===== src/rtl/axil_ctrl_initiator_pkg.sv =====
// rtl/axil_ctrl_initiator_pkg.sv - shared widths, AXI response codes and FSM state encoding
package axil_ctrl_initiator_pkg;

    localparam int AXI_ADDR_BITS  = 64;
    localparam int AXIL_DATA_BITS = 64;

    localparam logic [1:0] AXI_RESP_OKAY   = 2'b00;
    localparam logic [1:0] AXI_RESP_SLVERR = 2'b10;

    localparam logic [2:0] ST_IDLE    = 3'd0;
    localparam logic [2:0] ST_WR_REQ  = 3'd1;
    localparam logic [2:0] ST_WR_RESP = 3'd2;
    localparam logic [2:0] ST_RD_REQ  = 3'd3;
    localparam logic [2:0] ST_RD_RESP = 3'd4;
    localparam logic [2:0] ST_RSP     = 3'd5;

endpackage


===== src/rtl/axil_ctrl_initiator_if.sv =====
// rtl/axil_ctrl_initiator_if.sv - AXI4-Lite control bus with master/slave views
interface axil_ctrl_initiator_if;
    import axil_ctrl_initiator_pkg::*;

    logic [AXI_ADDR_BITS-1:0]    awaddr;
    logic [2:0]                  awprot;
    logic                        awvalid;
    logic                        awready;
    logic [AXIL_DATA_BITS-1:0]   wdata;
    logic [AXIL_DATA_BITS/8-1:0] wstrb;
    logic                        wvalid;
    logic                        wready;
    logic [1:0]                  bresp;
    logic                        bvalid;
    logic                        bready;
    logic [AXI_ADDR_BITS-1:0]    araddr;
    logic [2:0]                  arprot;
    logic                        arvalid;
    logic                        arready;
    logic [AXIL_DATA_BITS-1:0]   rdata;
    logic [1:0]                  rresp;
    logic                        rvalid;
    logic                        rready;

    modport master (
        output awaddr, awprot, awvalid, input awready,
        output wdata, wstrb, wvalid, input wready,
        input  bresp, bvalid, output bready,
        output araddr, arprot, arvalid, input arready,
        input  rdata, rresp, rvalid, output rready
    );

    modport slave (
        input  awaddr, awprot, awvalid, output awready,
        input  wdata, wstrb, wvalid, output wready,
        output bresp, bvalid, input bready,
        input  araddr, arprot, arvalid, output arready,
        output rdata, rresp, rvalid, input rready
    );

endinterface


===== src/rtl/axil_ctrl_initiator.sv =====
// rtl/axil_ctrl_initiator.sv - single-outstanding AXI4-Lite command initiator with B/R timeout and drain
module axil_ctrl_initiator
    import axil_ctrl_initiator_pkg::*;
#(
    parameter int TIMEOUT_CYCLES = 1024
) (
    input  logic                        aclk,
    input  logic                        areset,
    input  logic                        req_valid,
    output logic                        req_ready,
    input  logic                        req_wr,
    input  logic [AXI_ADDR_BITS-1:0]    req_addr,
    input  logic [AXIL_DATA_BITS-1:0]   req_wdata,
    input  logic [AXIL_DATA_BITS/8-1:0] req_wstrb,
    output logic                        rsp_valid,
    input  logic                        rsp_ready,
    output logic [AXIL_DATA_BITS-1:0]   rsp_rdata,
    output logic [1:0]                  rsp_resp,
    output logic                        rsp_timeout,
    output logic                        busy,
    axil_ctrl_initiator_if.master       m_axi_ctrl
);

    localparam logic [15:0] TIMEOUT_LAST = 16'(TIMEOUT_CYCLES - 1);

    logic [2:0]                  state;
    logic                        aw_done;
    logic                        w_done;
    logic                        drain_b;
    logic                        drain_r;
    logic [15:0]                 tmo_cnt;
    logic [AXI_ADDR_BITS-1:0]    addr_q;
    logic [AXIL_DATA_BITS-1:0]   wdata_q;
    logic [AXIL_DATA_BITS/8-1:0] wstrb_q;

    logic aw_hs;
    logic w_hs;
    logic b_hs;
    logic ar_hs;
    logic r_hs;

    // Bus outputs decode registered state only, so they change one cycle after capture.
    assign m_axi_ctrl.awaddr  = addr_q;
    assign m_axi_ctrl.awprot  = 3'b000;
    assign m_axi_ctrl.awvalid = (state == ST_WR_REQ) && !aw_done;
    assign m_axi_ctrl.wdata   = wdata_q;
    assign m_axi_ctrl.wstrb   = wstrb_q;
    assign m_axi_ctrl.wvalid  = (state == ST_WR_REQ) && !w_done;
    assign m_axi_ctrl.bready  = (state == ST_WR_RESP) || drain_b;
    assign m_axi_ctrl.araddr  = addr_q;
    assign m_axi_ctrl.arprot  = 3'b000;
    assign m_axi_ctrl.arvalid = (state == ST_RD_REQ);
    assign m_axi_ctrl.rready  = (state == ST_RD_RESP) || drain_r;

    assign aw_hs = m_axi_ctrl.awvalid && m_axi_ctrl.awready;
    assign w_hs  = m_axi_ctrl.wvalid  && m_axi_ctrl.wready;
    assign b_hs  = m_axi_ctrl.bvalid  && m_axi_ctrl.bready;
    assign ar_hs = m_axi_ctrl.arvalid && m_axi_ctrl.arready;
    assign r_hs  = m_axi_ctrl.rvalid  && m_axi_ctrl.rready;

    assign req_ready = (state == ST_IDLE) && !drain_b && !drain_r;
    assign rsp_valid = (state == ST_RSP);
    assign busy      = (state != ST_IDLE) || drain_b || drain_r;

    always_ff @(posedge aclk or posedge areset) begin
        if (areset) begin
            state       <= ST_IDLE;
            aw_done     <= 1'b0;
            w_done      <= 1'b0;
            drain_b     <= 1'b0;
            drain_r     <= 1'b0;
            tmo_cnt     <= 16'd0;
            addr_q      <= '0;
            wdata_q     <= '0;
            wstrb_q     <= '0;
            rsp_rdata   <= '0;
            rsp_resp    <= AXI_RESP_OKAY;
            rsp_timeout <= 1'b0;
        end else begin
            // A response arriving after its timeout is accepted and thrown away.
            if (drain_b && b_hs) drain_b <= 1'b0;
            if (drain_r && r_hs) drain_r <= 1'b0;

            case (state)
                ST_IDLE: begin
                    if (req_valid && req_ready) begin
                        addr_q  <= req_addr;
                        wdata_q <= req_wdata;
                        wstrb_q <= req_wstrb;
                        aw_done <= 1'b0;
                        w_done  <= 1'b0;
                        state   <= req_wr ? ST_WR_REQ : ST_RD_REQ;
                    end
                end
                ST_WR_REQ: begin
                    if (aw_hs) aw_done <= 1'b1;
                    if (w_hs)  w_done  <= 1'b1;
                    if ((aw_done || aw_hs) && (w_done || w_hs)) begin
                        tmo_cnt <= 16'd0;
                        state   <= ST_WR_RESP;
                    end
                end
                ST_WR_RESP: begin
                    // Handshake takes priority over the terminal count.
                    if (b_hs) begin
                        rsp_resp    <= m_axi_ctrl.bresp;
                        rsp_rdata   <= '0;
                        rsp_timeout <= 1'b0;
                        state       <= ST_RSP;
                    end else if (tmo_cnt == TIMEOUT_LAST) begin
                        rsp_resp    <= AXI_RESP_SLVERR;
                        rsp_rdata   <= '0;
                        rsp_timeout <= 1'b1;
                        drain_b     <= 1'b1;
                        state       <= ST_RSP;
                    end else begin
                        tmo_cnt <= tmo_cnt + 16'd1;
                    end
                end
                ST_RD_REQ: begin
                    if (ar_hs) begin
                        tmo_cnt <= 16'd0;
                        state   <= ST_RD_RESP;
                    end
                end
                ST_RD_RESP: begin
                    if (r_hs) begin
                        rsp_resp    <= m_axi_ctrl.rresp;
                        rsp_rdata   <= m_axi_ctrl.rdata;
                        rsp_timeout <= 1'b0;
                        state       <= ST_RSP;
                    end else if (tmo_cnt == TIMEOUT_LAST) begin
                        rsp_resp    <= AXI_RESP_SLVERR;
                        rsp_rdata   <= '0;
                        rsp_timeout <= 1'b1;
                        drain_r     <= 1'b1;
                        state       <= ST_RSP;
                    end else begin
                        tmo_cnt <= tmo_cnt + 16'd1;
                    end
                end
                ST_RSP: begin
                    if (rsp_ready) state <= ST_IDLE;
                end
                default: state <= ST_IDLE;
            endcase
        end
    end

endmodule


===== src/flat_wrapper.sv =====
// flat-port wrapper written by rule: the top's interface ports become plain ports
module axil_ctrl_initiator_flat import axil_ctrl_initiator_pkg::*;
#(
    parameter int TIMEOUT_CYCLES = 1024
)
  (aclk, areset, req_valid, req_ready, req_wr, req_addr, req_wdata, req_wstrb, rsp_valid, rsp_ready, rsp_rdata, rsp_resp, rsp_timeout, busy, m_axi_ctrl_awaddr, m_axi_ctrl_awprot, m_axi_ctrl_awvalid, m_axi_ctrl_awready, m_axi_ctrl_wdata, m_axi_ctrl_wstrb, m_axi_ctrl_wvalid, m_axi_ctrl_wready, m_axi_ctrl_bresp, m_axi_ctrl_bvalid, m_axi_ctrl_bready, m_axi_ctrl_araddr, m_axi_ctrl_arprot, m_axi_ctrl_arvalid, m_axi_ctrl_arready, m_axi_ctrl_rdata, m_axi_ctrl_rresp, m_axi_ctrl_rvalid, m_axi_ctrl_rready);
  axil_ctrl_initiator_if m_axi_ctrl_i ();
  input  logic aclk;
  input  logic areset;
  input  logic req_valid;
  output logic req_ready;
  input  logic req_wr;
  input  logic [AXI_ADDR_BITS-1:0] req_addr;
  input  logic [AXIL_DATA_BITS-1:0] req_wdata;
  input  logic [AXIL_DATA_BITS/8-1:0] req_wstrb;
  output logic rsp_valid;
  input  logic rsp_ready;
  output logic [AXIL_DATA_BITS-1:0] rsp_rdata;
  output logic [1:0] rsp_resp;
  output logic rsp_timeout;
  output logic busy;
  output wire logic [$bits(m_axi_ctrl_i.awaddr)-1:0] m_axi_ctrl_awaddr;
  output wire logic [$bits(m_axi_ctrl_i.awprot)-1:0] m_axi_ctrl_awprot;
  output wire logic [$bits(m_axi_ctrl_i.awvalid)-1:0] m_axi_ctrl_awvalid;
  input wire logic [$bits(m_axi_ctrl_i.awready)-1:0] m_axi_ctrl_awready;
  output wire logic [$bits(m_axi_ctrl_i.wdata)-1:0] m_axi_ctrl_wdata;
  output wire logic [$bits(m_axi_ctrl_i.wstrb)-1:0] m_axi_ctrl_wstrb;
  output wire logic [$bits(m_axi_ctrl_i.wvalid)-1:0] m_axi_ctrl_wvalid;
  input wire logic [$bits(m_axi_ctrl_i.wready)-1:0] m_axi_ctrl_wready;
  input wire logic [$bits(m_axi_ctrl_i.bresp)-1:0] m_axi_ctrl_bresp;
  input wire logic [$bits(m_axi_ctrl_i.bvalid)-1:0] m_axi_ctrl_bvalid;
  output wire logic [$bits(m_axi_ctrl_i.bready)-1:0] m_axi_ctrl_bready;
  output wire logic [$bits(m_axi_ctrl_i.araddr)-1:0] m_axi_ctrl_araddr;
  output wire logic [$bits(m_axi_ctrl_i.arprot)-1:0] m_axi_ctrl_arprot;
  output wire logic [$bits(m_axi_ctrl_i.arvalid)-1:0] m_axi_ctrl_arvalid;
  input wire logic [$bits(m_axi_ctrl_i.arready)-1:0] m_axi_ctrl_arready;
  input wire logic [$bits(m_axi_ctrl_i.rdata)-1:0] m_axi_ctrl_rdata;
  input wire logic [$bits(m_axi_ctrl_i.rresp)-1:0] m_axi_ctrl_rresp;
  input wire logic [$bits(m_axi_ctrl_i.rvalid)-1:0] m_axi_ctrl_rvalid;
  output wire logic [$bits(m_axi_ctrl_i.rready)-1:0] m_axi_ctrl_rready;
  assign m_axi_ctrl_awaddr = m_axi_ctrl_i.awaddr;
  assign m_axi_ctrl_awprot = m_axi_ctrl_i.awprot;
  assign m_axi_ctrl_awvalid = m_axi_ctrl_i.awvalid;
  assign m_axi_ctrl_i.awready = m_axi_ctrl_awready;
  assign m_axi_ctrl_wdata = m_axi_ctrl_i.wdata;
  assign m_axi_ctrl_wstrb = m_axi_ctrl_i.wstrb;
  assign m_axi_ctrl_wvalid = m_axi_ctrl_i.wvalid;
  assign m_axi_ctrl_i.wready = m_axi_ctrl_wready;
  assign m_axi_ctrl_i.bresp = m_axi_ctrl_bresp;
  assign m_axi_ctrl_i.bvalid = m_axi_ctrl_bvalid;
  assign m_axi_ctrl_bready = m_axi_ctrl_i.bready;
  assign m_axi_ctrl_araddr = m_axi_ctrl_i.araddr;
  assign m_axi_ctrl_arprot = m_axi_ctrl_i.arprot;
  assign m_axi_ctrl_arvalid = m_axi_ctrl_i.arvalid;
  assign m_axi_ctrl_i.arready = m_axi_ctrl_arready;
  assign m_axi_ctrl_i.rdata = m_axi_ctrl_rdata;
  assign m_axi_ctrl_i.rresp = m_axi_ctrl_rresp;
  assign m_axi_ctrl_i.rvalid = m_axi_ctrl_rvalid;
  assign m_axi_ctrl_rready = m_axi_ctrl_i.rready;
  axil_ctrl_initiator #(.TIMEOUT_CYCLES(TIMEOUT_CYCLES)) u_core (.aclk(aclk), .areset(areset), .req_valid(req_valid), .req_ready(req_ready), .req_wr(req_wr), .req_addr(req_addr), .req_wdata(req_wdata), .req_wstrb(req_wstrb), .rsp_valid(rsp_valid), .rsp_ready(rsp_ready), .rsp_rdata(rsp_rdata), .rsp_resp(rsp_resp), .rsp_timeout(rsp_timeout), .busy(busy), .m_axi_ctrl(m_axi_ctrl_i));
endmodule

===== config.mk =====
export PLATFORM = sky130hd
export DESIGN_NAME = axil_ctrl_initiator_flat
export DESIGN_NICKNAME = d
export VERILOG_FILES = /design/src/rtl/axil_ctrl_initiator_pkg.sv /design/src/rtl/axil_ctrl_initiator_if.sv /design/src/rtl/axil_ctrl_initiator.sv /design/src/flat_wrapper.sv
export SDC_FILE = /design/constraint.sdc
export NUM_CORES = 1
export LEC_CHECK = 0
export CORE_AREA = 2 2 191 193
export DETAILED_ROUTE_END_ITERATION = 10
export DIE_AREA = 0 0 193 195
export PLACE_DENSITY = 0.55
export SYNTH_ARGS = -nofsm -noshare
export SYNTH_HDL_FRONTEND = slang
export SYNTH_SLANG_ARGS = --single-unit

===== constraint.sdc =====
create_clock -name aclk -period 22.8 [get_ports aclk]
set_input_delay 6.84 -clock aclk [delete_from_list [all_inputs] [get_ports aclk]]
set_output_delay 6.84 -clock aclk [all_outputs]
set_load 0.02 [all_outputs]

### Yosys cells after proc, flatten, opt, wreduce, memory -nomap -nowiden

Cells that the tools add are included.

* $add $sub $neg: 1
* multipliers: 0
* divide/modulo/power cells: 0
* order comparisons: 0
* equality and inequality tests: 14
* shift-type cells: 0
* muxes and demuxes: 40
* bitwise logic cells: 0
* reduce and logical (&&, ||, !) cells: 33

Operators by type and width (count)
* 64-bit 2-to-1 mux: 3
* 64-bit one-hot mux with 2 select lines: 1
* 16-bit 2-to-1 mux: 5
* 16-bit one-hot mux with 4 select lines: 1
* 3-bit 2-to-1 mux: 7
* 3-bit one-hot mux with 6 select lines: 1
* 16-bit by 1-bit adder with 16-bit output (second input constant): 1
* 16-bit by 10-bit equality test with 1-bit output (second input constant): 1
* 1-bit 2-to-1 mux: 14
* 1-bit logical AND: 13
* 2-bit != test (second input constant): 5
* 2-bit 2-to-1 mux: 4
* 3-bit by 2-bit equality test with 1-bit output (second input constant): 2
* 3-bit equality test (second input constant): 2
* 1-bit logical OR: 6
* 2-bit by 1-bit != test with 1-bit output (second input constant): 3
* 1-bit one-hot mux with 2 select lines: 3
* 3-bit AND reduction: 2
* 5-bit AND reduction: 1
* 1-bit zero test: 4
* 2-bit one-hot mux with 2 select lines: 1
* 4-bit AND reduction: 1
* 2-bit nonzero test: 2
* 4-bit nonzero test: 1
* 4 further kinds: 4

* bits in registers: 226
* latch bits: 0
* RAM bits: 0
* memory bits (read-only): 0
* input bits: 214
* output and inout bits: 281
* logic and storage cells: 100
* memories: 0

### Longest topological paths before layout

* depth after elaboration: 8
* mapped depth: 8

### Least setup slack after synthesis

Ideal clock, no wire load.

* kind: reg-to-output
* start point: reg u_core.state[2]
* end point: out m_axi_ctrl_awvalid
* arrival time: 1.501 ns
* setup slack: 14.459 ns
* stages on the path, launching flop included: 5
* buffers on the path: 2
* path through: dfrtp_1 -> clkbuf_1 -> nand2b_1 -> clkbuf_1 -> nor3_1

* longest elaborated chain between the ends: 2

RTL lines
* start, declared: RTL line axil_ctrl_initiator.sv:26 `logic [2:0] state;`
* start signal, assigned: RTL line axil_ctrl_initiator.sv:92 `state <= req_wr ? ST_WR_REQ : ST_RD_REQ;`
* 3-bit by 1-bit equality test with 1-bit output: RTL line axil_ctrl_initiator.sv:45 `assign m_axi_ctrl.awvalid = (state == ST_WR_REQ) && !aw_done;`
* 1-bit logical AND: RTL line axil_ctrl_initiator.sv:45
* end, declared: RTL line flat_wrapper.sv:24 `output wire logic [$bits(m_axi_ctrl_i.awvalid)-1:0] m_axi_ctrl_awvalid;`

No other way between the ends.

### Worst setup path in the final report

* start point: reg u_core.state[1]
* end point: out m_axi_ctrl_rready

* longest elaborated chain between the ends: 2

RTL lines
* 3-bit equality test: RTL line axil_ctrl_initiator.sv:53 `assign m_axi_ctrl.rready = (state == ST_RD_RESP) || drain_r;`
* 1-bit logical OR: RTL line axil_ctrl_initiator.sv:53
* end, declared: RTL line flat_wrapper.sv:40 `output wire logic [$bits(m_axi_ctrl_i.rready)-1:0] m_axi_ctrl_rready;`

No other way between the ends.

==> metrics.md <==
| Metric | Value |
|---|---|
| Core area | `0.03540 mm²` |
| Longest Clk Path Bufs | `3` |
| CP Capture Type | `output pin` |
| # setup viols final | `0` |
| Total Wirelength | `31,460 µm` |
| Setup repair bufs after CTS | `0` |
| RSZ-0062 raised after global routing | `no` |
| Async set or reset register ratio after synthesis | `100.0%` |
| Vias | `7,207` |
| Fin Setup TNS | `0 ps` |
| Crit path buffers/inverters | `1` |
| Worst Hold Path EP | `u_core.rsp_rdata[8]` |
| Tmin final | `9421 ps` |
| Die footprint | `0.03764 mm²` |
| Inserted Clock Buffers | `27` |
| Setup crit start kind | `register` |
| Post-synthesis sequential area ratio | `59.82%` |
| Status | `complete, no violations` |
| Routed Antenna Nets | `0` |
| Clk_lat worst skew | `520 ps` |
| Commonest non-fill, non-tap cell in the layout | `clkdlybuf4s50_1` |
| DR iter-0 viols | `232` |
| Number of synthesized flops with an enable pin | `0` |
| Worst-margin pin slew | `1016 ps` |
| DRC | `0` |
| Final Hold Vio Count | `0` |
| Routed vias/inst | `4.524` |
| Placed insts | `1,545` |
| Maxcap violations | `0` |
| Worst reg2reg path endpoint | `u_core.m_axi_ctrl.araddr[55]` |
| # resized after CTS | `0` |
| Clock transition at path regs | `60 ps` |
| Critical-path top delay cell | `nor3b_1` |
| R2R Setup Slk | `19,430 ps` |
| Port Buffers | `488` |
| Req. time, crit path | `15,960 ps` |
| Fillers | `3,394` |
| Critical-path cell list | `nor3b_1, or2_2, clkdlybuf4s50_1` |
| Peak VDD IR | `0.1012 mV` |
| Initial Util | `26.71%` |
| Number of global-route vias before repair | `7,328` |
| Pins Over Slew Limit | `0` |
| Avg Inst Size Synth | `13.56 µm²` |
| Arr. time, crit path | `2580 ps` |
| Layout cells sized above 1 | `17.24%` |
| Root buffer cell | `clkbuf_16` |
| Drt wl/cell | `19.75 µm` |
| Commonest non-fill, non-tap cells in the layout | `488 x clkdlybuf4s50_1, 226 x dfrtp_1, 137 x mux2_2` |
| Slowest stage delay, CP | `640 ps` |
| CP Class | `register to output pin` |
| Hold_buf cts | `0` |
| Top delay family on crit path | `simple AND/OR/NAND/NOR gates` |
| First-pass GRT wire length | `46,510 µm` |
| Reg-to-reg critical path startpoint | `u_core.state[1]` |
| Die Width | `193 µm` |
| R2R cell count | `4` |
| Prevailing post-synth register cell | `dfrtp_1` |
| CTS H-tree lvls | `1` |
| Area of the mapped netlist | `0.009454 mm²` |
| Area grow syn2layout | `60.05%` |
| Die height | `195 µm` |
| Seq cells post-synth | `226` |
| Hold WC Path Type | `register to register` |
| Final worst clock skew | `10.10 ps` |
| Drt first pass iters | `4` |
| Non-Filler Instances | `1,593` |
| GP Congestion | `0.8099` |
| CTS tree | `built` |
| Total GRT Usage | `16.09%` |
| Final nets | `1,328` |
| Hold_sp | `u_core.rsp_rdata[8]` |
| Dpl hpwl | `23,490 µm` |
| P_leak | `6.244 nW` |
| Hold Crit Depth | `1` |
| Fmax | `0.1062 GHz` |
| Final period util | `41.32%` |
| Pwr dens | `153.3 mW/mm²` |
| GR Overflow Total | `0` |
| Warnings, synthesis | `0` |
| Rows | `69` |
| Slew HR | `32.25%` |
| Cells after synthesis | `697` |
| Pin count of the biggest net entering global routing | `111` |
| Critical-path maximum fanout | `21` |
| Sink Count | `226` |
| I/O pins | `495` |
| Netlist cell types | `46` |
| Initial antenna violation count | `3` |
[Yosys cell counts, types with 8 or more instances]
cell type / count / area share, %
mux2_2: 137 / 16
clkbuf_1: 11 / 0.44
buf_2: 30 / 1.6
nand2_1: 13 / 0.52
o21ai_0: 8 / 0.42
a31oi_1: 12 / 0.79
a21oi_1: 13 / 0.69
nor2_1: 15 / 0.60
inv_1: 8 / 0.32
nand3_1: 8 / 0.42
buf_4: 70 / 5.6
a22o_1: 64 / 5.9
dfrtp_1: 226 / 60
[sequential cells by signal (all words and copies together) (netlist names)]
register and cells:
u_core.m_axi_ctrl.araddr 64, u_core.tmo_cnt 16, u_core.rsp_rdata 64, u_core.m_axi_ctrl.wstrb 8, u_core.w_done 1, u_core.drain_r 1, u_core.rsp_resp 2, u_core.drain_b 1
u_core.aw_done 1, u_core.state 3, u_core.m_axi_ctrl.wdata 64, u_core.rsp_timeout 1
[per-stage QoR]
stage               area, µm²  power (W)  hold WS [ps]  util, %  setup WS [ps]
floorplan                9473   0.001382         477.2        -           9769
global placement        14280   0.001922         482.6    40.34          13050
detailed placement      14280   0.001933         481.7    40.34          13050
CTS                     15130   0.002359         501.8    42.74          13330
global route            15130   0.002454         508.1    42.74          13090
finish                  15130   0.002319         496.1    42.75          13380
[how the worst max path moves through the flow]
| stage | startpoint | end | slack (ps) | cells past startpoint |
|---|---|---|---|---|
| 6_report | u_core.state[1] | m_axi_ctrl_rready | 13380 | 3 |
| 2_1_floorplan | areset | u_core.aw_done | 9770 | 1 |
| 5_1_grt | u_core.state[1] | m_axi_ctrl_rready | 13090 | 3 |
| 3_3_place_gp | req_valid | u_core.m_axi_ctrl.wdata[58] | 13050 | 4 |
| 4_1_cts | u_core.state[1] | m_axi_ctrl_rready | 13330 | 3 |
| 3_5_place_dp | req_valid | u_core.m_axi_ctrl.araddr[19] | 13050 | 4 |
[power by group]
part	switching [W]	internal, W	total, W
registers	0.000135	0.000584	0.000719
logic	0.000574	0.000616	0.00119
clock network	0.000165	0.000246	0.000411
[logic make-up after synthesis]
group                      after synthesis  share of synthesized area (%)
and+or+nand+nor                         81                          4.725
muxes                                  144                          17.06
buffers and inverters                  121                          8.060
DFF                                    226                          59.82
other                                    1                        0.03967
AOI/OAI and AO/OA                      123                          10.16
adders and majority gates                1                         0.1323
[cell type report]
cell class	instances	area, µm²	area share (%)
timing repair buffer	495	4937	32.63
multi-input combinational	355	3073	20.31
tap	461	576.8	3.812
antenna	1	2.502	0.01654
sequential	226	5655	37.38
clock buffer	44	829.5	5.482
inverter	8	37.54	0.2481
clock inverter	3	18.77	0.1240
[metal layers]
metal | wire [µm] | track usage, % | vias to the layer above
met5 | 34 | 0 | -
met2 | 16350 | 28.85 | 291
met1 | 12040 | 19.14 | 3582
met4 | 450 | 2.946 | 4
li1 | - | - | 3291
met3 | 2582 | 4.637 | 39
No activity file was read; power rests on OpenSTA's default activity.
